**config.mk**
```make
export PLATFORM = sky130hd
export DESIGN_NAME = reset_sequencer
export DESIGN_NICKNAME = d
export VERILOG_FILES = /design/src/rtl/reset_seq_pkg.sv /design/src/rtl/reset_seq_lock_sync.sv /design/src/rtl/reset_sequencer.sv
export SDC_FILE = /design/constraint.sdc
export NUM_CORES = 1
export LEC_CHECK = 0
export CAP_MARGIN = 20
export CORE_MARGIN = 2
export CORE_UTILIZATION = 55
export CTS_CLUSTER_SIZE = 12
export DETAILED_ROUTE_END_ITERATION = 12
export PLACE_DENSITY_LB_ADDON = 0.05
export RECOVER_POWER = 25
export SLEW_MARGIN = 0
export SYNTH_ARGS = -nofsm -noshare
export SYNTH_HDL_FRONTEND = slang
export SYNTH_HIERARCHICAL = 1
export SYNTH_SLANG_ARGS = --single-unit
export TNS_END_PERCENT = 50
```
**constraint.sdc**
```tcl
create_clock -name clock -period 2.4 [get_ports clock]
set_clock_uncertainty 0.1 [all_clocks]
set_input_delay 0.72 -clock clock [delete_from_list [all_inputs] [get_ports clock]]
set_output_delay 0.72 -clock clock [all_outputs]
set_load 0.01 [all_outputs]
```
**src/rtl/reset_seq_pkg.sv**
```systemverilog
// Shared types and constants for the board-level reset sequencer.
package reset_seq_pkg;

    typedef enum logic [1:0] {
        WAIT_LOCK,
        STABLE,
        RELEASE,
        RUN
    } state_e;

    localparam logic [1:0] CAUSE_POWER     = 2'd0;
    localparam logic [1:0] CAUSE_LOCK_LOSS = 2'd1;
    localparam logic [1:0] CAUSE_WDT       = 2'd2;
    localparam logic [1:0] CAUSE_SW        = 2'd3;

    localparam int unsigned RESET_COUNT_W = 8;

endpackage

```
**src/rtl/reset_seq_lock_sync.sv**
```systemverilog
// Two-flop synchronizer for the asynchronous PLL lock indication.
module reset_seq_lock_sync (
    input  logic clk_i,
    input  logic rst_i,
    input  logic async_i,
    output logic sync_o
);

    logic meta_q;
    logic sync_q;

    always_ff @(posedge clk_i) begin
        if (rst_i) begin
            meta_q <= 1'b0;
            sync_q <= 1'b0;
        end else begin
            meta_q <= async_i;
            sync_q <= meta_q;
        end
    end

    assign sync_o = sync_q;

endmodule

```
**src/rtl/reset_sequencer.sv**
```systemverilog
// Releases NUM_DOMAINS domain resets in ascending order once PLL lock is stable,
// and records the cause and count of runtime resets.
module reset_sequencer
    import reset_seq_pkg::*;
#(
    parameter int unsigned NUM_DOMAINS   = 2,
    parameter int unsigned STABLE_CYCLES = 256,
    parameter int unsigned GAP_CYCLES    = 16
) (
    input  logic                     clock,
    input  logic                     reset,
    input  logic                     pll_locked,
    input  logic                     sw_reset,
    input  logic                     wdt_reset,
    output logic [NUM_DOMAINS-1:0]   domain_reset,
    output logic                     ready,
    output logic [1:0]               cause,
    output logic [RESET_COUNT_W-1:0] reset_count
);

    localparam int unsigned CNT_W = (STABLE_CYCLES > 1) ? $clog2(STABLE_CYCLES) : 1;
    localparam int unsigned GAP_W = (GAP_CYCLES > 1)    ? $clog2(GAP_CYCLES)    : 1;
    localparam int unsigned IDX_W = (NUM_DOMAINS > 1)   ? $clog2(NUM_DOMAINS)   : 1;

    logic lock_s;

    reset_seq_lock_sync u_lock_sync (
        .clk_i   (clock),
        .rst_i   (reset),
        .async_i (pll_locked),
        .sync_o  (lock_s)
    );

    state_e                   state_q;
    logic [CNT_W-1:0]         cnt_q;
    logic [GAP_W-1:0]         gap_q;
    logic [IDX_W-1:0]         idx_q;
    logic [NUM_DOMAINS-1:0]   domain_reset_q;
    logic                     ready_q;
    logic [1:0]               cause_q;
    logic [RESET_COUNT_W-1:0] reset_count_q;

    logic                     fault;
    logic [1:0]               cause_d;
    logic [RESET_COUNT_W-1:0] reset_count_d;

    always_comb begin
        fault = ((state_q == RELEASE) || (state_q == RUN)) &&
                (!lock_s || wdt_reset || sw_reset);

        if (!lock_s) begin
            cause_d = CAUSE_LOCK_LOSS;
        end else if (wdt_reset) begin
            cause_d = CAUSE_WDT;
        end else begin
            cause_d = CAUSE_SW;
        end

        reset_count_d = (reset_count_q == '1) ? reset_count_q : reset_count_q + 1'b1;
    end

    always_ff @(posedge clock) begin
        if (reset) begin
            state_q        <= WAIT_LOCK;
            cnt_q          <= '0;
            gap_q          <= '0;
            idx_q          <= '0;
            domain_reset_q <= '1;
            ready_q        <= 1'b0;
            cause_q        <= CAUSE_POWER;
            reset_count_q  <= '0;
        end else if (fault) begin
            // Fault takes precedence over a release due on the same edge.
            state_q        <= WAIT_LOCK;
            domain_reset_q <= '1;
            ready_q        <= 1'b0;
            cause_q        <= cause_d;
            reset_count_q  <= reset_count_d;
        end else begin
            case (state_q)
                WAIT_LOCK: begin
                    domain_reset_q <= '1;
                    ready_q        <= 1'b0;
                    if (lock_s && !sw_reset && !wdt_reset) begin
                        state_q <= STABLE;
                        cnt_q   <= '0;
                    end
                end
                STABLE: begin
                    if (!lock_s) begin
                        state_q <= WAIT_LOCK;
                    end else if (sw_reset || wdt_reset) begin
                        cnt_q <= '0;
                    end else if (cnt_q == CNT_W'(STABLE_CYCLES - 1)) begin
                        state_q <= RELEASE;
                        gap_q   <= '0;
                        idx_q   <= '0;
                    end else begin
                        cnt_q <= cnt_q + 1'b1;
                    end
                end
                RELEASE: begin
                    if (gap_q == GAP_W'(GAP_CYCLES - 1)) begin
                        for (int unsigned k = 0; k < NUM_DOMAINS; k++) begin
                            if (idx_q == IDX_W'(k)) begin
                                domain_reset_q[k] <= 1'b0;
                            end
                        end
                        gap_q <= '0;
                        idx_q <= idx_q + 1'b1;
                        if (idx_q == IDX_W'(NUM_DOMAINS - 1)) begin
                            ready_q <= 1'b1;
                            state_q <= RUN;
                        end
                    end else begin
                        gap_q <= gap_q + 1'b1;
                    end
                end
                RUN: begin
                    domain_reset_q <= '0;
                end
                default: begin
                    state_q <= WAIT_LOCK;
                end
            endcase
        end
    end

    assign domain_reset = domain_reset_q;
    assign ready        = ready_q;
    assign cause        = cause_q;
    assign reset_count  = reset_count_q;

endmodule

```
# ---- Word level (Yosys, flattened, before mapping)
# Index checks and enable logic that the tools add are counted.
dict set report word_totals {
  word_cells 89
  register_bits 30
  inputBits 5
}
dict set report op_classes {
  add_sub_neg 4
  bitwise_logic 2
  n_eq_ne 16
  mux 31
  n_reduce_logical 25
}
# cell n
set ops {}
lappend ops {{8-bit 2-to-1 mux} 4}
lappend ops {{8-bit by 1-bit adder with 8-bit output, second input constant} 2}
lappend ops {{8-bit == test, second input constant} 2}
lappend ops {{2-bit 2-to-1 mux} 8}
lappend ops {{4-bit 2-to-1 mux} 4}
lappend ops {{8-bit case mux with 2 select lines} 1}
lappend ops {{2-bit case mux with 3 select lines} 2}
lappend ops {{6-bit AND reduction} 2}
lappend ops {{2-bit inequality test, second input constant} 5}
lappend ops {{5-bit AND reduction} 2}
lappend ops {{1-bit 2-to-1 mux} 9}
lappend ops {{3-bit inequality test, second input constant} 3}
lappend ops {{3-bit AND reduction} 3}
lappend ops {{4-bit case mux with 2 select lines} 1}
lappend ops {{2-bit nonzero test} 3}
lappend ops {{3-bit nonzero test} 2}
lappend ops {{4-bit by 1-bit adder with 4-bit output, second input constant} 1}
lappend ops {{2-bit == test, second input constant} 2}
lappend ops {{4-bit == test, second input constant} 1}
lappend ops {{1-bit logical OR} 4}
lappend ops {{2-bit by 1-bit inequality test with 1-bit output, second input constant} 2}
lappend ops {{1-bit case mux with 2 select lines} 2}
lappend ops {{1-bit logical AND} 3}
lappend ops {{1-bit logical NOT} 3}
lappend ops {{6 further kinds} 7}

# ---- Depth between registers and ports, before layout
dict set report logic_depth {
  ltp_word 6
  ltp_mapped 7
  mapped_depth_nobuf 6
}

# ---- Modules after synthesis
# The synthesis kept the hierarchy.
# module cells_per_inst instances seq_area_each_um2 area_per_inst_um2
set modules_own_cells {}
lappend modules_own_cells {reset_sequencer 187 1 560.5 1572.8}
lappend modules_own_cells {reset_seq_lock_sync 4 1 40.0 52.6}

# ---- Worst setup path after synthesis
# Ideal clock, no wire load.
dict set report synth_timing {
  kind {input-to-reg}
  startpoint {in wdt_reset}
  endpoint {reg state_q[0]}
  setup_slack_ns 0.350
  t_arrival_ns 1.890
  setup_time_ns 0.060
  path_buffers 1
  path_stages 5
  path_cell_list {or3b_1 buf_6 a211o_1 o31ai_1 and3_1}
}
dict set report synth_via {
  elab_chain_cells 4
  word_cells_on_any_way 10
  cone_classes {eq/ne: 2; reduce/logical: 8}
}
# item line_no
set synth_rtl {}
lappend synth_rtl {{start: declaration} reset_sequencer.sv:14} ;# input logic wdt_reset,
lappend synth_rtl {{1-bit logical NOT or 1-bit logical OR (tied branches)} {reset_sequencer.sv:84, reset_sequencer.sv:49}}
lappend synth_rtl {{1-bit logical AND or 1-bit logical OR (tied branches)} {reset_sequencer.sv:84, reset_sequencer.sv:49}}
lappend synth_rtl {{2-bit inequality test (no source line) or 1-bit logical AND (tied branches)} n/a}
lappend synth_rtl {{6-bit AND reduction (no source line) or 2-bit OR reduction (tied branches)} n/a}
lappend synth_rtl {{end signal: assignment} reset_sequencer.sv:85} ;# state_q <= STABLE;
lappend synth_rtl {{end signal: assignment} reset_sequencer.sv:91} ;# state_q <= WAIT_LOCK;
lappend synth_rtl {{end signal: assignment} reset_sequencer.sv:95} ;# state_q <= RELEASE;
lappend synth_rtl {{end: declaration} reset_sequencer.sv:34} ;# state_e state_q;
# Several ways; a longest one is shown, not always the timed one.
# A chain may end at the register's enable or synchronous reset.

# ---- Worst setup path after layout
dict set report layout_timing {
  startpoint {in sw_reset}
  endpoint {reg gap_q[2]}
}
dict set report layout_via {
  elab_chain_cells 4
  word_cells_on_any_way 6
  cone_classes {eq/ne: 1; bitwise: 1; reduce/logical: 4}
}
# item line_no
set layout_rtl {}
lappend layout_rtl {{start: declaration} reset_sequencer.sv:13} ;# input logic sw_reset,
lappend layout_rtl {{branches (longest 3 deep; another with 2-bit inequality test)} n/a}
lappend layout_rtl {{5-bit AND reduction (no source line) *} n/a}
lappend layout_rtl {{end signal: assignment} reset_sequencer.sv:116} ;# gap_q <= gap_q + 1'b1;
lappend layout_rtl {{end: declaration} reset_sequencer.sv:36} ;# logic [GAP_W-1:0] gap_q;
# Every way passes the cells marked *.

==> impl_metrics.ini <==
[outcome]
outcome = finished clean

[timing]
finalSetupTns_ns = 0
fmax_mhz = 441.8
fin_hold_ws_ns = 0.3637
rsz0062_at_grt = false
slew_viol_final = 0
report.final.setup_viol = 0
hold_violations = 0
final.period_utilization = 0.9430
max_slew_margin = 0.5768
fin_ws_ns = 0.1368
worstMarginPinSlew_ns = 0.6282
fin_crit_ns = 2.263

[grt]
grt_antenna_before_repair = 0
overflow = 0
grt_max_degree = 15
grt_pass1_vias = 1528
track_usage = 0.2540
grt_pass1_wl_um = 6603

[critical_path]
critical_path_class = in2reg
critical_path.top_delay_family = compound AO/OA/AOI/OAI gates
r2r-end = reset_count[5]
cp-start-kind = input pin
r2r_setup_slack_ns = 0.27
required_ns = 2.55
cp_num_cells = 7
cp.buffers_inverters = 3
path_cells = clkdlybuf4s50_1 -> buf_4 -> nor3b_1 -> buf_4 -> o21ai_0 -> a21oi_1 -> o32ai_1
slowest_stage = clkdlybuf4s50_1
path_max_fanout = 5
ff2ff_path_depth = 6
timing.rr.start = state_q[0]
crit_arrival_ns = 2.41
cpPeakStageDelay_ns = 0.51
endpoint_kind = register
crit_top_cell = buf_4

[synthesis]
syn_area_sq_um = 1625
synth_top_cell_area_share = 0.3695
yosys_warnings = 6
synthMuxAreaShare = 0
synth_xor_xnor_area_share = 0.005389
synth_top_family_by_area = compound AO/OA/AOI/OAI gates
synth.area.top_cells = dfxtp_1, ha_1, a21oi_1, o21ai_0, nand2_1
syn_nets = 204
synthFlopType = dfxtp_1
synthesis.instances = 191
synth_cell_types = 48
ys_ff_latch = 30
synth_fa_ha_area_frac = 0.06159
ys_seq_area_frac = 0.3695
synthArstFlopShare = 0
yosys.area_share.simple = 0.2479
synth.avg_cell_area_sq_um = 8.509
yosysTopAreaCell = dfxtp_1
synth_edf_count = 0
synth_compound_area_frac = 0.2756

[placement]
gp_congestion = 0.8256
post-dp-hpwl_um = 2786
numPortBuffers = 17
dpl_worst_slack_ns = -0.2092

[floorplanning]
start_util = 0.5843
die-area_sq_um = 3406
core_area_sq_um = 2781
ios = 18
die_w_um = 58.36
rows = 19
die-height_um = 58.36

[layout]
num_antenna_cells = 0
final_cell_mix = dfxtp_1, a21oi_1, nand2_1, clkdlybuf4s50_1, buf_4
area_growth_pct = 21.55
drive_gt1_frac = 0.1327
layout_commonest_cell = dfxtp_1
nNetsFinal = 238

[clock_tree]
cts.sinks = 30
cts_tree = built
cts_buffers = 5
ctsHtreeMaxLevel = 2
postCtsHoldBufs = 0
clock_path_buffers = 2
cts.clk_slew.worst_paths_ns = 0.10
clk_latency_ns = 0.33
cts_setup_buffers = 0
post_cts_resized = 0
clockRootBuffer = clkbuf_4

[route]
dr.pass1.iters = 6
ant_nets = 0
viasPerCell = 6.233
wl_per_cell_um = 14.91
drc_errors = 0
wl_um = 3833
drt_iter0_markers = 69
vias = 1602

[pwr]
total_power_mw = 0.9415
p_leak_nw = 0.6830
power_density_nw_per_um2 = 476.6
ir_drop_v = 0.0005223

[hold_path]
holdPathStages = 2
hold_start = domain_reset[1]
worstHoldPathType = reg2reg
min_to = domain_reset[1]

[run]
drv_cap = 0
worst max-delay path by stage:
stage                      end  slack, ns      start
CTS                 state_q[0]       0.14   sw_reset
detailed placement  state_q[0]      -0.21   sw_reset
global route          gap_q[2]       0.03   sw_reset
floorplan           state_q[0]       0.35  wdt_reset
finish                gap_q[2]       0.14   sw_reset
global placement    state_q[0]      -0.13   sw_reset
cell usage after synthesis, types with 3 or more instances:
| master | number |
|---|---|
| dfxtp_1 | 30 |
| a21oi_1 | 17 |
| nand2_1 | 14 |
| o21ai_0 | 12 |
| nand3_1 | 10 |
| inv_1 | 9 |
| ha_1 | 8 |
| nor2_1 | 8 |
| nor2b_1 | 6 |
| a311oi_1 | 5 |
| or3_1 | 5 |
| and3_1 | 4 |
| clkbuf_1 | 4 |
| nand2b_1 | 4 |
| nand4_1 | 4 |
| o31ai_1 | 4 |
| or2_2 | 4 |
| a211oi_1 | 3 |
| a31oi_1 | 3 |
| o32ai_1 | 3 |
area by class of cell:
class	count	area (sq um)
fill	229	805.8
timing repair buffer	33	282.8
clock buffer	7	55.05
tap	31	38.79
clock inverter	1	5.005
multi-input combinational	146	959.7
inverter	9	33.78
sequential	30	600.6
metal layers:
| layer | GRT usage | vias up | routed length [um] |
|---|---|---|---|
| met5 | 0 | - | 0 |
| li1 | - | 794 | - |
| met2 | 0.4029 | 40 | 1819 |
| met3 | 0.08352 | 7 | 168 |
| met4 | 0.1262 | 0 | 70 |
| met1 | 0.3088 | 761 | 1774 |
flip-flops by register name, summed over array words and instances (netlist names):
name	cells
u_lock_sync/sync_o	1
ready	1
state_q	2
gap_q	4
u_lock_sync/meta_q	1
idx_q	1
cause	2
domain_reset	2
cnt_q	8
reset_count	8
stage by stage:
| step | util | instances | cell area [sq um] |
|---|---|---|---|
| 6_report | 0.7103 | 257 | 1976 |
| 5_1_grt | 0.7103 | 257 | 1976 |
| 4_1_cts | 0.7130 | 257 | 1983 |
| 3_5_place_dp | 0.6914 | 249 | 1923 |
| 3_3_place_gp | 0.6914 | 249 | 1923 |
| 2_1_floorplan | - | 191 | 1625 |
where the power goes:
part	switching, mW	leakage, nW	internal [mW]
clock	0.183	0.0353	0.142
combinational	0.0569	0.405	0.0498
sequential	0.00585	0.242	0.505
total	0.245	0.683	0.696
kinds of logic (layout without fill, tap and decap cells):
| group | after synthesis | in the layout |
|---|---|---|
| flops | 30 | 30 |
| simple gates | 71 | 71 |
| fa+ha+maj | 8 | 8 |
| buf+inv | 15 | 50 |
| xor+xnor | 1 | 1 |
| compound gates | 66 | 66 |
worst register-to-register path: cells and delay by family, from the launching register on:
kind	cells	cell delay [ns]
buffers and inverters	1	0.12
adders and majority gates	1	0.42
AOI/OAI and AO/OA	1	0.15
and+or+nand+nor	3	0.92
DFF	1	0.35
Power figures use the tool's default switching activity.
